File: src/rtl/z80_bus_arbiter_if.sv
// Bus bundle between the Z80 bus arbiter and its environment: DMA request/grant,
// the Z80 BUSRQ/BUSAK handshake, the CPU and DMA source buses and the muxed pad bus.
interface z80_bus_arbiter_if;
    logic [1:0]  req;
    logic [1:0]  gnt;
    logic        busrq_n;
    logic        busak_n;
    logic [15:0] cpu_A;
    logic [7:0]  cpu_dout;
    logic        cpu_doe;
    logic [3:0]  cpu_ctl;
    logic [31:0] dma_A;
    logic [15:0] dma_dout;
    logic [1:0]  dma_doe;
    logic [7:0]  dma_ctl;
    logic [15:0] bus_A;
    logic [7:0]  bus_dout;
    logic        bus_doe;
    logic [3:0]  bus_ctl;
    logic        owner;
    logic        timeout;

    modport master (
        input  req, busak_n,
        input  cpu_A, cpu_dout, cpu_doe, cpu_ctl,
        input  dma_A, dma_dout, dma_doe, dma_ctl,
        output gnt, busrq_n,
        output bus_A, bus_dout, bus_doe, bus_ctl,
        output owner, timeout
    );

    modport slave (
        output req, busak_n,
        output cpu_A, cpu_dout, cpu_doe, cpu_ctl,
        output dma_A, dma_dout, dma_doe, dma_ctl,
        input  gnt, busrq_n,
        input  bus_A, bus_dout, bus_doe, bus_ctl,
        input  owner, timeout
    );
endinterface

File: src/rtl/z80_bus_arbiter.sv
// Shares the Z80 external bus between the CPU and two DMA masters via BUSRQ/BUSAK,
// with round-robin ownership, a bounded DMA hold time and a guaranteed CPU gap.
module z80_bus_arbiter #(
    parameter int MAX_HOLD = 64,
    parameter int CPU_GAP  = 4
) (
    input  logic              wb_clk_i,
    input  logic              wb_rst_i,
    z80_bus_arbiter_if.master arb
);
    typedef enum logic [2:0] {
        IDLE    = 3'd0,
        REQ     = 3'd1,
        GRANT   = 3'd2,
        RELEASE = 3'd3,
        GAP     = 3'd4
    } state_t;

    localparam logic [7:0] HOLD_LAST = 8'(MAX_HOLD - 1);
    localparam logic [7:0] GAP_LAST  = 8'(CPU_GAP - 1);

    state_t      state_r;
    state_t      state_s;
    logic        owner_r;
    logic        owner_s;
    logic [7:0]  hold_cnt_r;
    logic [7:0]  gap_cnt_r;
    logic        own_req_s;
    logic        hold_hit_s;
    logic        busrq_n_r;
    logic        busrq_n_s;
    logic [1:0]  gnt_r;
    logic [1:0]  gnt_s;
    logic        timeout_r;
    logic        timeout_s;
    logic [15:0] bus_a_s;
    logic [7:0]  bus_dout_s;
    logic        bus_doe_s;
    logic [3:0]  bus_ctl_s;

    assign own_req_s  = arb.req[owner_r];
    assign hold_hit_s = (hold_cnt_r == HOLD_LAST);

    // State register, owner latch and the hold/gap cycle counters
    always_ff @(posedge wb_clk_i or posedge wb_rst_i) begin
        if (wb_rst_i) begin
            state_r    <= IDLE;
            owner_r    <= 1'b1;
            hold_cnt_r <= 8'd0;
            gap_cnt_r  <= 8'd0;
        end else begin
            state_r <= state_s;
            owner_r <= owner_s;
            if (state_r == GRANT && state_s == GRANT) begin
                hold_cnt_r <= hold_cnt_r + 8'd1;
            end else begin
                hold_cnt_r <= 8'd0;
            end
            if (state_r == GAP && state_s == GAP) begin
                gap_cnt_r <= gap_cnt_r + 8'd1;
            end else begin
                gap_cnt_r <= 8'd0;
            end
        end
    end

    // Next-state and owner selection; a dropped request outranks busak_n in REQ
    always_comb begin
        state_s = state_r;
        owner_s = owner_r;
        case (state_r)
            IDLE: begin
                if (arb.req != 2'b00) begin
                    state_s = REQ;
                    if (arb.req == 2'b11) begin
                        owner_s = ~owner_r;
                    end else begin
                        owner_s = arb.req[1];
                    end
                end else begin
                    state_s = IDLE;
                end
            end
            REQ: begin
                if (!own_req_s) begin
                    state_s = RELEASE;
                end else if (!arb.busak_n) begin
                    state_s = GRANT;
                end else begin
                    state_s = REQ;
                end
            end
            GRANT: begin
                if (!own_req_s || hold_hit_s) begin
                    state_s = RELEASE;
                end else begin
                    state_s = GRANT;
                end
            end
            RELEASE: begin
                if (arb.busak_n) begin
                    state_s = GAP;
                end else begin
                    state_s = RELEASE;
                end
            end
            GAP: begin
                if (gap_cnt_r == GAP_LAST) begin
                    state_s = IDLE;
                end else begin
                    state_s = GAP;
                end
            end
            default: begin
                state_s = IDLE;
                owner_s = 1'b1;
            end
        endcase
    end

    // Handshake outputs decoded from the next state so they align with state_r
    always_comb begin
        busrq_n_s = 1'b1;
        gnt_s     = 2'b00;
        timeout_s = 1'b0;
        if (state_s == REQ || state_s == GRANT) begin
            busrq_n_s = 1'b0;
        end else begin
            busrq_n_s = 1'b1;
        end
        if (state_s == GRANT) begin
            gnt_s = owner_r ? 2'b10 : 2'b01;
        end else begin
            gnt_s = 2'b00;
        end
        // A revocation counts as a timeout only while the owner still wanted the bus
        if (state_r == GRANT && hold_hit_s && own_req_s) begin
            timeout_s = 1'b1;
        end else begin
            timeout_s = 1'b0;
        end
    end

    // Registered handshake outputs
    always_ff @(posedge wb_clk_i or posedge wb_rst_i) begin
        if (wb_rst_i) begin
            busrq_n_r <= 1'b1;
            gnt_r     <= 2'b00;
            timeout_r <= 1'b0;
        end else begin
            busrq_n_r <= busrq_n_s;
            gnt_r     <= gnt_s;
            timeout_r <= timeout_s;
        end
    end

    // Pad bus mux: granted master, else CPU while it owns the bus, else floated
    always_comb begin
        bus_a_s    = 16'h0000;
        bus_dout_s = 8'h00;
        bus_doe_s  = 1'b0;
        bus_ctl_s  = 4'hF;
        if (state_r == GRANT) begin
            if (owner_r) begin
                bus_a_s    = arb.dma_A[31:16];
                bus_dout_s = arb.dma_dout[15:8];
                bus_doe_s  = arb.dma_doe[1];
                bus_ctl_s  = arb.dma_ctl[7:4];
            end else begin
                bus_a_s    = arb.dma_A[15:0];
                bus_dout_s = arb.dma_dout[7:0];
                bus_doe_s  = arb.dma_doe[0];
                bus_ctl_s  = arb.dma_ctl[3:0];
            end
        end else if (arb.busak_n) begin
            bus_a_s    = arb.cpu_A;
            bus_dout_s = arb.cpu_dout;
            bus_doe_s  = arb.cpu_doe;
            bus_ctl_s  = arb.cpu_ctl;
        end else begin
            bus_a_s    = 16'h0000;
            bus_dout_s = 8'h00;
            bus_doe_s  = 1'b0;
            bus_ctl_s  = 4'hF;
        end
    end

    assign arb.busrq_n  = busrq_n_r;
    assign arb.gnt      = gnt_r;
    assign arb.timeout  = timeout_r;
    assign arb.owner    = owner_r;
    assign arb.bus_A    = bus_a_s;
    assign arb.bus_dout = bus_dout_s;
    assign arb.bus_doe  = bus_doe_s;
    assign arb.bus_ctl  = bus_ctl_s;
endmodule
File: src/flat_wrapper.sv
// flat-port wrapper written by rule: the top's interface ports become plain ports
module z80_bus_arbiter_flat 
#(
    parameter int MAX_HOLD = 64,
    parameter int CPU_GAP  = 4
)
  (wb_clk_i, wb_rst_i, arb_req, arb_busak_n, arb_cpu_A, arb_cpu_dout, arb_cpu_doe, arb_cpu_ctl, arb_dma_A, arb_dma_dout, arb_dma_doe, arb_dma_ctl, arb_gnt, arb_busrq_n, arb_bus_A, arb_bus_dout, arb_bus_doe, arb_bus_ctl, arb_owner, arb_timeout);
  z80_bus_arbiter_if arb_i ();
  input  logic wb_clk_i;
  input  logic wb_rst_i;
  input wire logic [$bits(arb_i.req)-1:0] arb_req;
  input wire logic [$bits(arb_i.busak_n)-1:0] arb_busak_n;
  input wire logic [$bits(arb_i.cpu_A)-1:0] arb_cpu_A;
  input wire logic [$bits(arb_i.cpu_dout)-1:0] arb_cpu_dout;
  input wire logic [$bits(arb_i.cpu_doe)-1:0] arb_cpu_doe;
  input wire logic [$bits(arb_i.cpu_ctl)-1:0] arb_cpu_ctl;
  input wire logic [$bits(arb_i.dma_A)-1:0] arb_dma_A;
  input wire logic [$bits(arb_i.dma_dout)-1:0] arb_dma_dout;
  input wire logic [$bits(arb_i.dma_doe)-1:0] arb_dma_doe;
  input wire logic [$bits(arb_i.dma_ctl)-1:0] arb_dma_ctl;
  output wire logic [$bits(arb_i.gnt)-1:0] arb_gnt;
  output wire logic [$bits(arb_i.busrq_n)-1:0] arb_busrq_n;
  output wire logic [$bits(arb_i.bus_A)-1:0] arb_bus_A;
  output wire logic [$bits(arb_i.bus_dout)-1:0] arb_bus_dout;
  output wire logic [$bits(arb_i.bus_doe)-1:0] arb_bus_doe;
  output wire logic [$bits(arb_i.bus_ctl)-1:0] arb_bus_ctl;
  output wire logic [$bits(arb_i.owner)-1:0] arb_owner;
  output wire logic [$bits(arb_i.timeout)-1:0] arb_timeout;
  assign arb_i.req = arb_req;
  assign arb_i.busak_n = arb_busak_n;
  assign arb_i.cpu_A = arb_cpu_A;
  assign arb_i.cpu_dout = arb_cpu_dout;
  assign arb_i.cpu_doe = arb_cpu_doe;
  assign arb_i.cpu_ctl = arb_cpu_ctl;
  assign arb_i.dma_A = arb_dma_A;
  assign arb_i.dma_dout = arb_dma_dout;
  assign arb_i.dma_doe = arb_dma_doe;
  assign arb_i.dma_ctl = arb_dma_ctl;
  assign arb_gnt = arb_i.gnt;
  assign arb_busrq_n = arb_i.busrq_n;
  assign arb_bus_A = arb_i.bus_A;
  assign arb_bus_dout = arb_i.bus_dout;
  assign arb_bus_doe = arb_i.bus_doe;
  assign arb_bus_ctl = arb_i.bus_ctl;
  assign arb_owner = arb_i.owner;
  assign arb_timeout = arb_i.timeout;
  z80_bus_arbiter #(.MAX_HOLD(MAX_HOLD), .CPU_GAP(CPU_GAP)) u_core (.wb_clk_i(wb_clk_i), .wb_rst_i(wb_rst_i), .arb(arb_i));
endmodule
File: config.mk
export PLATFORM = sky130hd
export DESIGN_NAME = z80_bus_arbiter_flat
export DESIGN_NICKNAME = d
export VERILOG_FILES = /design/src/rtl/z80_bus_arbiter_if.sv /design/src/rtl/z80_bus_arbiter.sv /design/src/flat_wrapper.sv
export SDC_FILE = /design/constraint.sdc
export NUM_CORES = 1
export LEC_CHECK = 0
export CAP_MARGIN = 20
export CORE_ASPECT_RATIO = 2
export CORE_MARGIN = 5
export CORE_UTILIZATION = 32
export DETAILED_ROUTE_END_ITERATION = 8
export GPL_TIMING_DRIVEN = 0
export PLACE_DENSITY_LB_ADDON = 0.08
export SLEW_MARGIN = 20
export SYNTH_ARGS = -nofsm -noshare
export SYNTH_HDL_FRONTEND = slang
export SYNTH_SLANG_ARGS = --single-unit
File: constraint.sdc
create_clock -name wb_clk_i -period 1.5 [get_ports wb_clk_i]
set_input_delay 0.225 -clock wb_clk_i [delete_from_list [all_inputs] [get_ports wb_clk_i]]
set_output_delay 0.225 -clock wb_clk_i [all_outputs]
set_load 0.005 [all_outputs]
==> results of run 1 <==
## cell usage after synthesis (2+ instances only)
cell      count
inv_1         7
nand4_4       2
mux2i_1      29
ha_1          2
nor2_1       17
dfstp_2       2
a21oi_1       7
clkbuf_1      7
nand4_1       2
dfrtp_1      22
buf_2         4
nand2b_1      2
or3_1         2
nand2_1       5
nand3_1      33
buf_1         3
nor3b_1       5
xnor2_1       2
xor2_1       10
o21ai_0      24
nor3_1        2
and3_1        3
o21ai_1       2
## registers in the layout (all words and copies together), names as in the netlist
| register | flops |
|---|---|
| u_core.hold_cnt_r | 8 |
| u_core.state_r | 3 |
| u_core.arb.owner | 1 |
| u_core.arb.timeout | 1 |
| u_core.arb.busrq_n | 1 |
| u_core.arb.gnt | 2 |
| u_core.gap_cnt_r | 8 |
## metrics by stage
step | instance area [um2] | cells | hold WS (ps)
2_1_floorplan | 1931 | 208 | 238.1
3_3_place_gp | 3258 | 394 | 467.4
3_5_place_dp | 3258 | 394 | 480.2
4_1_cts | 3591 | 417 | 487.1
5_1_grt | 3726 | 421 | 527.6
6_report | 3726 | 421 | 462.6
## area by class of cell
type	count	area [um2]	share of cell area (%)
plain buffers	12	170.2	4.567
clock buffers	4	88.84	2.384
inverters	7	26.28	0.7052
multi-input cells	163	1398	37.51
flip-flops and latches	24	604.3	16.22
well taps	61	76.32	2.048
repair buffers	150	1363	36.57
## routing by layer
layer	vias up	global-route usage, %
li1	1055	-
met1	988	21.08
met2	78	37.49
met3	12	5.486
met4	0	6.241
met5	-	0
## where the power goes
part           internal [mW]  switching [mW]
Combinational           1.99            1.69
Clock                  0.407           0.217
Sequential             0.771          0.0705
## critical path: cells and delay by family (launching register included)
kind            cells  cell delay, ps
flops               1             390
compound gates      1              50
simple gates        2             530
buf+inv             3             420
## what timing repair did
action                                  in CTS  in global routing
pin swaps                                   33                  8
gates cloned                                 2                  0
setup buffers                               18                  5
gates resized for setup                    170                 28
endpoints found under the setup margin      54                 51
## kinds of logic after synthesis
group / Yosys count / synth area share, %
AO/OA/AOI/OAI: 38 / 12.75
XOR/XNOR: 12 / 5.789
buffers and inverters: 21 / 4.618
AND/OR/NAND/NOR: 81 / 25.50
flip-flops: 24 / 33.22
adder cells (fa/ha/maj): 2 / 1.378
multiplexers: 30 / 16.75
## worst paths after layout
kind                                   endpoint                 start  slack [ps]  cells past startpoint
min                        u_core.hold_cnt_r[5]              wb_rst_i         460                      2
min reg2reg                u_core.hold_cnt_r[0]  u_core.hold_cnt_r[0]         510                      1
max in group asynchronous     u_core.state_r[0]              wb_rst_i         430                      2
max                                arb_bus_A[4]     u_core.state_r[2]        -370                      6
min in group wb_clk_i      u_core.hold_cnt_r[0]  u_core.hold_cnt_r[0]         510                      1
max reg2reg                  u_core.arb.busrq_n     u_core.state_r[1]        -290                      6
## layout by cell type, fill, tap and decap left out, types with 4 or more instances in the layout
cell / count
clkdlybuf4s50_1: 94
buf_2: 30
mux2i_1: 28
nand3_1: 25
o21ai_2: 22
dfrtp_1: 21
buf_4: 14
nor2_2: 13
buf_6: 11
xor2_1: 10
clkbuf_16: 7
inv_1: 6
a21oi_1: 6
nand3_2: 6
nand2_1: 5
buf_8: 4
==> impl_metrics.env, run 1 <==
export IMPL_crit_arrival_ps=1650
export IMPL_cts_tree="built"
export IMPL_grt_pass1_wl_um=11720
export IMPL_ys_warn_count=0
export IMPL_ys_seq_area_share_pct=33.22
export IMPL_num_rows=39
export IMPL_violations="negative setup slack"
export IMPL_post_drt_wl_per_cell_um=18.23
export IMPL_critPathRequiredTime_ps=1270
export IMPL_numPortBuffers=125
export IMPL_hpwlAfterDp_um=5676
export IMPL_synth_edf_count=0
export IMPL_power_mw=5.147
export IMPL_fmax_ghz=0.5339
export IMPL_crit_path_cell_trace="or3_4, buf_8, buf_12, nand3_4, o21ai_4, buf_2"
export IMPL_powerDensity_nw_per_um2=1381
export IMPL_antenna_found_initial=0
export IMPL_clock_latency_ps=260
export IMPL_routedLengthMet1_um=2621
export IMPL_end_kind="primary output"
export IMPL_grt_pass1_vias=2267
export IMPL_setup_violations=49
export IMPL_synthArstFlopShare_pct=100.0
export IMPL_dieArea_um2=7371
export IMPL_n_antenna_cell=0
export IMPL_timing_setup_tns_ps=-12560
export IMPL_status="finished with violations"
export IMPL_post_route_min_period_ps=1873
export IMPL_drtIter0Drc=56
export IMPL_cpPeakStageDelay_ps=450
export IMPL_min_path_type="in2async"
export IMPL_place_gp_congestion=0.8131
export IMPL_route_antenna_remaining_nets=0
export IMPL_clockBufferDepth=2
export IMPL_drv_slew=0
export IMPL_critPathSlowestCell="or3_4"
export IMPL_area_delta_synth_final_pct=105.2
export IMPL_cts_root_buf="clkbuf_16"
export IMPL_dp_slack_ps=-1100
export IMPL_maxCapViolCount=0
export IMPL_ys_types=37
export IMPL_first_pass_iters=4
export IMPL_topRoutingLayerUsed="met4"
export IMPL_io_pins=126
export IMPL_clk_pin_slew_ps=60
export IMPL_vias_per_cell=5.067
export IMPL_crit_fanout=6
export IMPL_grt_max_degree=25
export IMPL_syn_instance_count=208
export IMPL_fin_util_pct=66.40
export IMPL_cts_hold_buf=0
export IMPL_worst_slack_ps=-373.0
export IMPL_cts_buffers=3
export IMPL_clock_sinks=24
export IMPL_grt_overflow_total=0
export IMPL_num_vias=2133
export IMPL_core_um2=5612
export IMPL_n_fill_cell=461
export IMPL_drive_above_1_share_pct=38.61
export IMPL_synth_top_area_share_pct=30.32
export IMPL_p_leak_nw=1.697
export IMPL_hold_violations=0
export IMPL_synth_area_um2=1815
export IMPL_cp_start_kind="register"
export IMPL_critical_path_class="reg2out"
export IMPL_fin_skew_ps=4.424
export IMPL_nets=455
export IMPL_fp_dieH_um=116.5
export IMPL_wl_met2_um=4369
export IMPL_period_share_pct=124.9
export IMPL_start_util_pct=32.35
export IMPL_routed_wl_um=7676
export IMPL_postSynthAreaPerCell_um2=8.728
export IMPL_synth_fp_nets=302
export IMPL_htreeDepth=1
export IMPL_synthFlopType="dfrtp_1"
export IMPL_ir_drop_mv=1.295
export IMPL_wl_met3_um=491
export IMPL_drc=0
export IMPL_synth_area_leaders="dfrtp_1 30%, mux2i_1 16%, nand3_1 9.1%"
export IMPL_slew_headroom_pct=40.79
export IMPL_synth_area_leader_cell="dfrtp_1"
export IMPL_ys_ff_latch=24
export IMPL_die_w_um=63.26
export IMPL_worst_pin_slew_ps=887.1
export IMPL_rsz0062_at_grt="true"
export IMPL_grtUsageTotal_pct=19.89
(Power assumes the default switching activity.)
==> run 2, diff against run 1 <==
--- a/config.mk
+++ b/config.mk
@@ -5,8 +5,6 @@
 export SDC_FILE = /design/constraint.sdc
 export NUM_CORES = 1
 export LEC_CHECK = 0
-export CAP_MARGIN = 20
-export CORE_ASPECT_RATIO = 2
 export CORE_MARGIN = 5
 export CORE_UTILIZATION = 32
 export DETAILED_ROUTE_END_ITERATION = 8
==> run 2 against run 1 <==
Against the previous run: sequential power decreased by 0.6%; critical path depth increased by 1; final area increased by 2.2%; final cell count increased by 4.3%; largest power group unchanged; register-to-register slack got worse by 60 ps; sequential share of layout area decreased by 0.32 points; setup slack got worse by 36 ps; die area decreased by 1.2%; non-clock buffer count increased by 7; power increased by 2.5%; utilization increased by 2.8 points; critical endpoint is now arb_bus_A[7]; the flow still finishes with violations (negative setup slack).
==> impl_metrics.env, run 2 (synthesis results as in run 1) <==
export IMPL_die_w_um=85.32
export IMPL_rr_startpoint="u_core.state_r[1]"
export IMPL_status="finished with violations"
export IMPL_drtIter0Drc=45
export IMPL_drive_above_1_share_pct=39.78
export IMPL_post_route_min_period_ps=1909
export IMPL_vias_per_cell=4.952
export IMPL_route_antenna_remaining_nets=0
export IMPL_setup_violations=51
export IMPL_r2r_cells=6
export IMPL_ff2ff_setup_slack_ps=-350
export IMPL_violations="negative setup slack"
export IMPL_crit_arrival_ps=1680
export IMPL_clockBufferDepth=2
export IMPL_critPathRequiredTime_ps=1270
export IMPL_hpwlAfterDp_um=5583
export IMPL_dpl_cell_area_um2=3272
export IMPL_r2r_end="u_core.arb.busrq_n"
export IMPL_worst_pin_slew_ps=896.9
export IMPL_min_path_type="in2async"
export IMPL_cp_startpoint="u_core.state_r[1]"
export IMPL_cts_buffers=3
export IMPL_num_rows=27
export IMPL_maxCapViolCount=0
export IMPL_grtUsageTotal_pct=19.80
export IMPL_numPortBuffers=125
export IMPL_clk_pin_slew_ps=90
export IMPL_final_cell_area_um2=3809
export IMPL_critical_path_class="reg2out"
export IMPL_core_um2=5507
export IMPL_grt_pass1_vias=2201
export IMPL_layout_common_cells="94 x clkdlybuf4s50_1, 30 x buf_2, 25 x mux2i_1"
export IMPL_n_antenna_cell=0
export IMPL_rsz0062_at_grt="true"
export IMPL_drv_slew=0
export IMPL_io_pins=126
export IMPL_grt_overflow_total=0
export IMPL_dieArea_um2=7280
export IMPL_slew_headroom_pct=40.14
export IMPL_cts_root_buf="clkbuf_8"
export IMPL_regArea_um2=605.6
export IMPL_nets=462
export IMPL_antenna_found_initial=0
export IMPL_n_fill_cell=431
export IMPL_cts_tree="built"
export IMPL_layout_commonest_cell="clkdlybuf4s50_1"
export IMPL_period_share_pct=127.3
export IMPL_cp_start_kind="register"
export IMPL_ir_drop_mv=0.7775
export IMPL_p_leak_nw=1.721
export IMPL_area_delta_synth_final_pct=109.8
export IMPL_grt_max_degree=25
export IMPL_fin_skew_ps=8.528
export IMPL_routed_wl_um=7779
export IMPL_crit_path_end="arb_bus_A[7]"
export IMPL_num_vias=2174
export IMPL_clock_latency_ps=280
export IMPL_place_gp_congestion=0.8490
export IMPL_powerDensity_nw_per_um2=1385
export IMPL_fmax_ghz=0.5239
export IMPL_drc=0
export IMPL_clock_sinks=24
export IMPL_fp_dieH_um=85.32
export IMPL_whs_ps=431.0
export IMPL_first_pass_iters=4
export IMPL_hold_violations=0
export IMPL_post_drt_wl_per_cell_um=17.72
export IMPL_worst_slack_ps=-408.8
export IMPL_end_kind="primary output"
export IMPL_grt_pass1_wl_um=11700
export IMPL_crit_fanout=5
export IMPL_htreeDepth=1
export IMPL_start_util_pct=32.97
export IMPL_multi_input_area_um2=1390
export IMPL_reg_largest_list="u_core.gap_cnt_r x8, u_core.hold_cnt_r x8, u_core.state_r x3"
-- run 2: where the power goes --
part / leakage [nW] / switching, mW / internal, mW / total, mW
logic: 1.37 / 1.77 / 2.22 / 3.98
clock network: 0.0288 / 0.220 / 0.235 / 0.455
registers: 0.320 / 0.0645 / 0.771 / 0.836
total: 1.72 / 2.05 / 3.22 / 5.27
-- run 2: how the worst min path moves through the flow --
stage                              from              endpoint  slack [ps]
finish                         wb_rst_i  u_core.hold_cnt_r[5]         430
global route        u_core.gap_cnt_r[0]   u_core.gap_cnt_r[0]         510
CTS                            wb_rst_i  u_core.hold_cnt_r[5]         470
detailed placement  u_core.gap_cnt_r[0]   u_core.gap_cnt_r[0]         480
global placement    u_core.gap_cnt_r[0]   u_core.gap_cnt_r[0]         470
floorplan                      wb_rst_i     u_core.arb.gnt[0]         240
-- run 2: layer usage --
metal	wire length (um)	global-route usage [%]
met5	0	0
met4	217	7.338
met3	549	4.369
met2	3936	34.75
met1	3075	23.47
-- run 2: worst max-delay path, cell delays in order (launching register included) --
cell       delay (ps)
dfrtp_2           370
inv_1              80
or3_4             390
buf_6             160
clkbuf_16         150
nand3_2            60
o21ai_1            60
buf_2             130
-- run 2: layout make-up --
type / instances / area share, %
Inverter: 7 / 0.6899
Sequential cell: 24 / 15.90
Multi-Input combinational cell: 163 / 36.50
Timing Repair Buffer: 157 / 37.48
Clock buffer: 4 / 1.445
Buffer: 12 / 5.618
Tap cell: 72 / 2.365
-- run 2: metrics by stage --
| step | util [%] | cells | power, mW | setup slack, ps | setup TNS, ps |
|---|---|---|---|---|---|
| 6_report | 69.17 | 439 | 5.274 | -408.8 | -14440 |
| 5_1_grt | 69.17 | 439 | 5.587 | -451.5 | -17620 |
| 4_1_cts | 65.42 | 427 | 4.790 | -450.4 | -13720 |
| 3_5_place_dp | 59.42 | 405 | 3.715 | -1089 | -27940 |
| 3_3_place_gp | 59.42 | 405 | 3.675 | -1057 | -27550 |
| 2_1_floorplan | - | 208 | 2.433 | -77.21 | -1267 |
-- run 2: what timing repair did --
| action | in CTS | in global routing |
|---|---|---|
| buffers inserted | 16 | 13 |
| hold buffers | 0 | 0 |
| gates resized for setup | 174 | 33 |
| setup endpoints to repair | 54 | 51 |
| cloned | 3 | 0 |
| pin swaps | 30 | 13 |
| endpoints found under the hold margin | 0 | 0 |
==> run 3, diff against run 2 <==
--- a/config.mk
+++ b/config.mk
@@ -5,6 +5,7 @@
 export SDC_FILE = /design/constraint.sdc
 export NUM_CORES = 1
 export LEC_CHECK = 0
+export CORE_ASPECT_RATIO = 0.7
 export CORE_MARGIN = 5
 export CORE_UTILIZATION = 32
 export DETAILED_ROUTE_END_ITERATION = 8
==> run 3 against run 2 <==
Against the previous run: the flow still finishes with violations (negative setup slack); final area shrank 0.53%; global-route usage is 0.35 points lower; largest power group unchanged; wire length shrank 3.3%; setup slack lost 53 ps; power down 3.3%; register-to-register slack better by 100 ps; clock power shrank 17%.
==> impl_metrics.env, run 3 (synthesis results as in run 1) <==
export IMPL_start_util_pct=32.35
export IMPL_area_delta_synth_final_pct=108.7
export IMPL_post_route_min_period_ps=1962
export IMPL_worst_slack_ps=-461.8
export IMPL_numPortBuffers=125
export IMPL_min_path_type="in2async"
export IMPL_route_antenna_remaining_nets=0
export IMPL_layout_common_cells="94 x clkdlybuf4s50_1, 30 x buf_2, 29 x mux2i_1"
export IMPL_drc=0
export IMPL_drtIter0Drc=51
export IMPL_post_drt_wl_per_cell_um=17.09
export IMPL_powerDensity_nw_per_um2=1346
export IMPL_grt_pass1_vias=2208
export IMPL_vias_per_cell=4.943
export IMPL_cp_top_family="simple AND/OR/NAND/NOR gates"
export IMPL_end_kind="primary output"
export IMPL_ff2ff_setup_slack_ps=-250
export IMPL_hold_violations=0
export IMPL_worst_pin_slew_ps=890.2
export IMPL_fin_skew_ps=6.934
export IMPL_dpl_cell_area_um2=3276
export IMPL_maxCapViolCount=0
export IMPL_io_pins=126
export IMPL_cts_root_buf="clkbuf_8"
export IMPL_violations="negative setup slack"
export IMPL_cp_num_buf_inv=3
export IMPL_place_gp_congestion=0.8390
export IMPL_clk_pin_slew_ps=80
export IMPL_num_vias=2175
export IMPL_clock_sinks=24
export IMPL_crit_fanout=5
export IMPL_critical_path_class="reg2out"
export IMPL_critPathSlowestCell="or3_4"
export IMPL_critPathRequiredTime_ps=1270
export IMPL_fmax_ghz=0.5097
export IMPL_cts_tree="built"
export IMPL_rsz0062_at_grt="true"
export IMPL_hpwlAfterDp_um=5229
export IMPL_ir_drop_mv=0.5676
export IMPL_num_rows=23
export IMPL_dieArea_um2=7304
export IMPL_grtUsageTotal_pct=19.45
export IMPL_cp_start_kind="register"
export IMPL_nets=460
export IMPL_drv_slew=0
export IMPL_grt_max_degree=25
export IMPL_core_um2=5612
export IMPL_rr_startpoint="u_core.state_r[0]"
export IMPL_drive_above_1_share_pct=40.55
export IMPL_cpPeakStageDelay_ps=460
export IMPL_layout_commonest_cell="clkdlybuf4s50_1"
export IMPL_dp_slack_ps=-1114
export IMPL_fp_dieH_um=73.02
export IMPL_p_leak_nw=1.727
export IMPL_slew_headroom_pct=40.59
export IMPL_setup_violations=50
export IMPL_crit_path_cell_trace="or3_4, buf_6, clkbuf_16, nand3_2, o21ai_2, buf_2"
export IMPL_timing_setup_tns_ps=-14180
export IMPL_reg_largest_list="u_core.gap_cnt_r x8, u_core.hold_cnt_r x8, u_core.state_r x3"
export IMPL_status="finished with violations"
export IMPL_grt_pass1_wl_um=11360
export IMPL_whs_ps=445.7
export IMPL_first_pass_iters=4
export IMPL_clockBufferDepth=2
export IMPL_period_share_pct=130.8
export IMPL_crit_arrival_ps=1740
export IMPL_htreeDepth=1
export IMPL_grt_overflow_total=0
export IMPL_cts_buffers=3
export IMPL_r2r_end="u_core.arb.busrq_n"
export IMPL_clock_latency_ps=260
export IMPL_r2r_cells=5
export IMPL_power_mw=5.099
export IMPL_n_antenna_cell=0
export IMPL_die_w_um=100.0
export IMPL_routed_wl_um=7520
export IMPL_n_fill_cell=459
export IMPL_final_cell_area_um2=3789
export IMPL_antenna_found_initial=0
-- run 3: report_power, final --
part           total, mW  internal, mW  switching (mW)
clock network      0.378         0.189           0.188
registers          0.883         0.772           0.111
logic               3.84          2.11            1.72
total               5.10          3.08            2.02
-- run 3: repair_timing --
action / in CTS / in global routing
hold buffers: 0 / 0
resized for setup: 186 / 23
endpoints found under the setup margin: 54 / 52
cloned: 2 / 0
setup buffers: 29 / 1
hold endpoints to repair: 0 / 0
pin swaps: 25 / 13
-- run 3: worst max-delay path by stage --
stage,startpoint,end,depth (start not counted)
2_1_floorplan,u_core.arb.owner,u_core.arb.busrq_n,6
3_3_place_gp,arb_busak_n,arb_bus_dout[4],6
3_5_place_dp,arb_busak_n,arb_bus_dout[4],6
4_1_cts,u_core.state_r[2],arb_bus_A[11],7
5_1_grt,u_core.state_r[2],arb_bus_A[10],6
6_report,u_core.state_r[2],arb_bus_A[7],6
-- run 3: routing by layer --
layer	GRT usage, %	part of all wire [%]	vias to the layer above
li1	-	-	1066
met1	24.58	42	1038
met2	34.37	51	63
met3	4.394	5.9	8
met4	3.886	0.96	0
met5	0	0	-
-- run 3: layout make-up --
class                   instances  area [um2]  share of cell area [%]
repair buffers                156        1445                   38.14
inverters                       7       26.28                  0.6935
multi-input cells             163        1411                   37.25
flip-flops and latches         24       605.6                   15.98
clock buffers                   4       45.04                   1.189
well taps                      75       93.84                   2.477
plain buffers                  11       161.4                   4.260
-- run 3: stage by stage --
step                      instances  util, %
after floorplan                 208        -
after global placement          408    58.37
after detailed placement        408    58.37
after CTS                       442    66.56
after global routing            440    67.51
final                           440    67.51
-- run 3: worst register-to-register path, cell delays in order, from the launching register on --
cell,delay (ps)
dfrtp_2,450
buf_6,140
or4_4,550
nand4_4,130
nand3_4,120
a211o_1,290
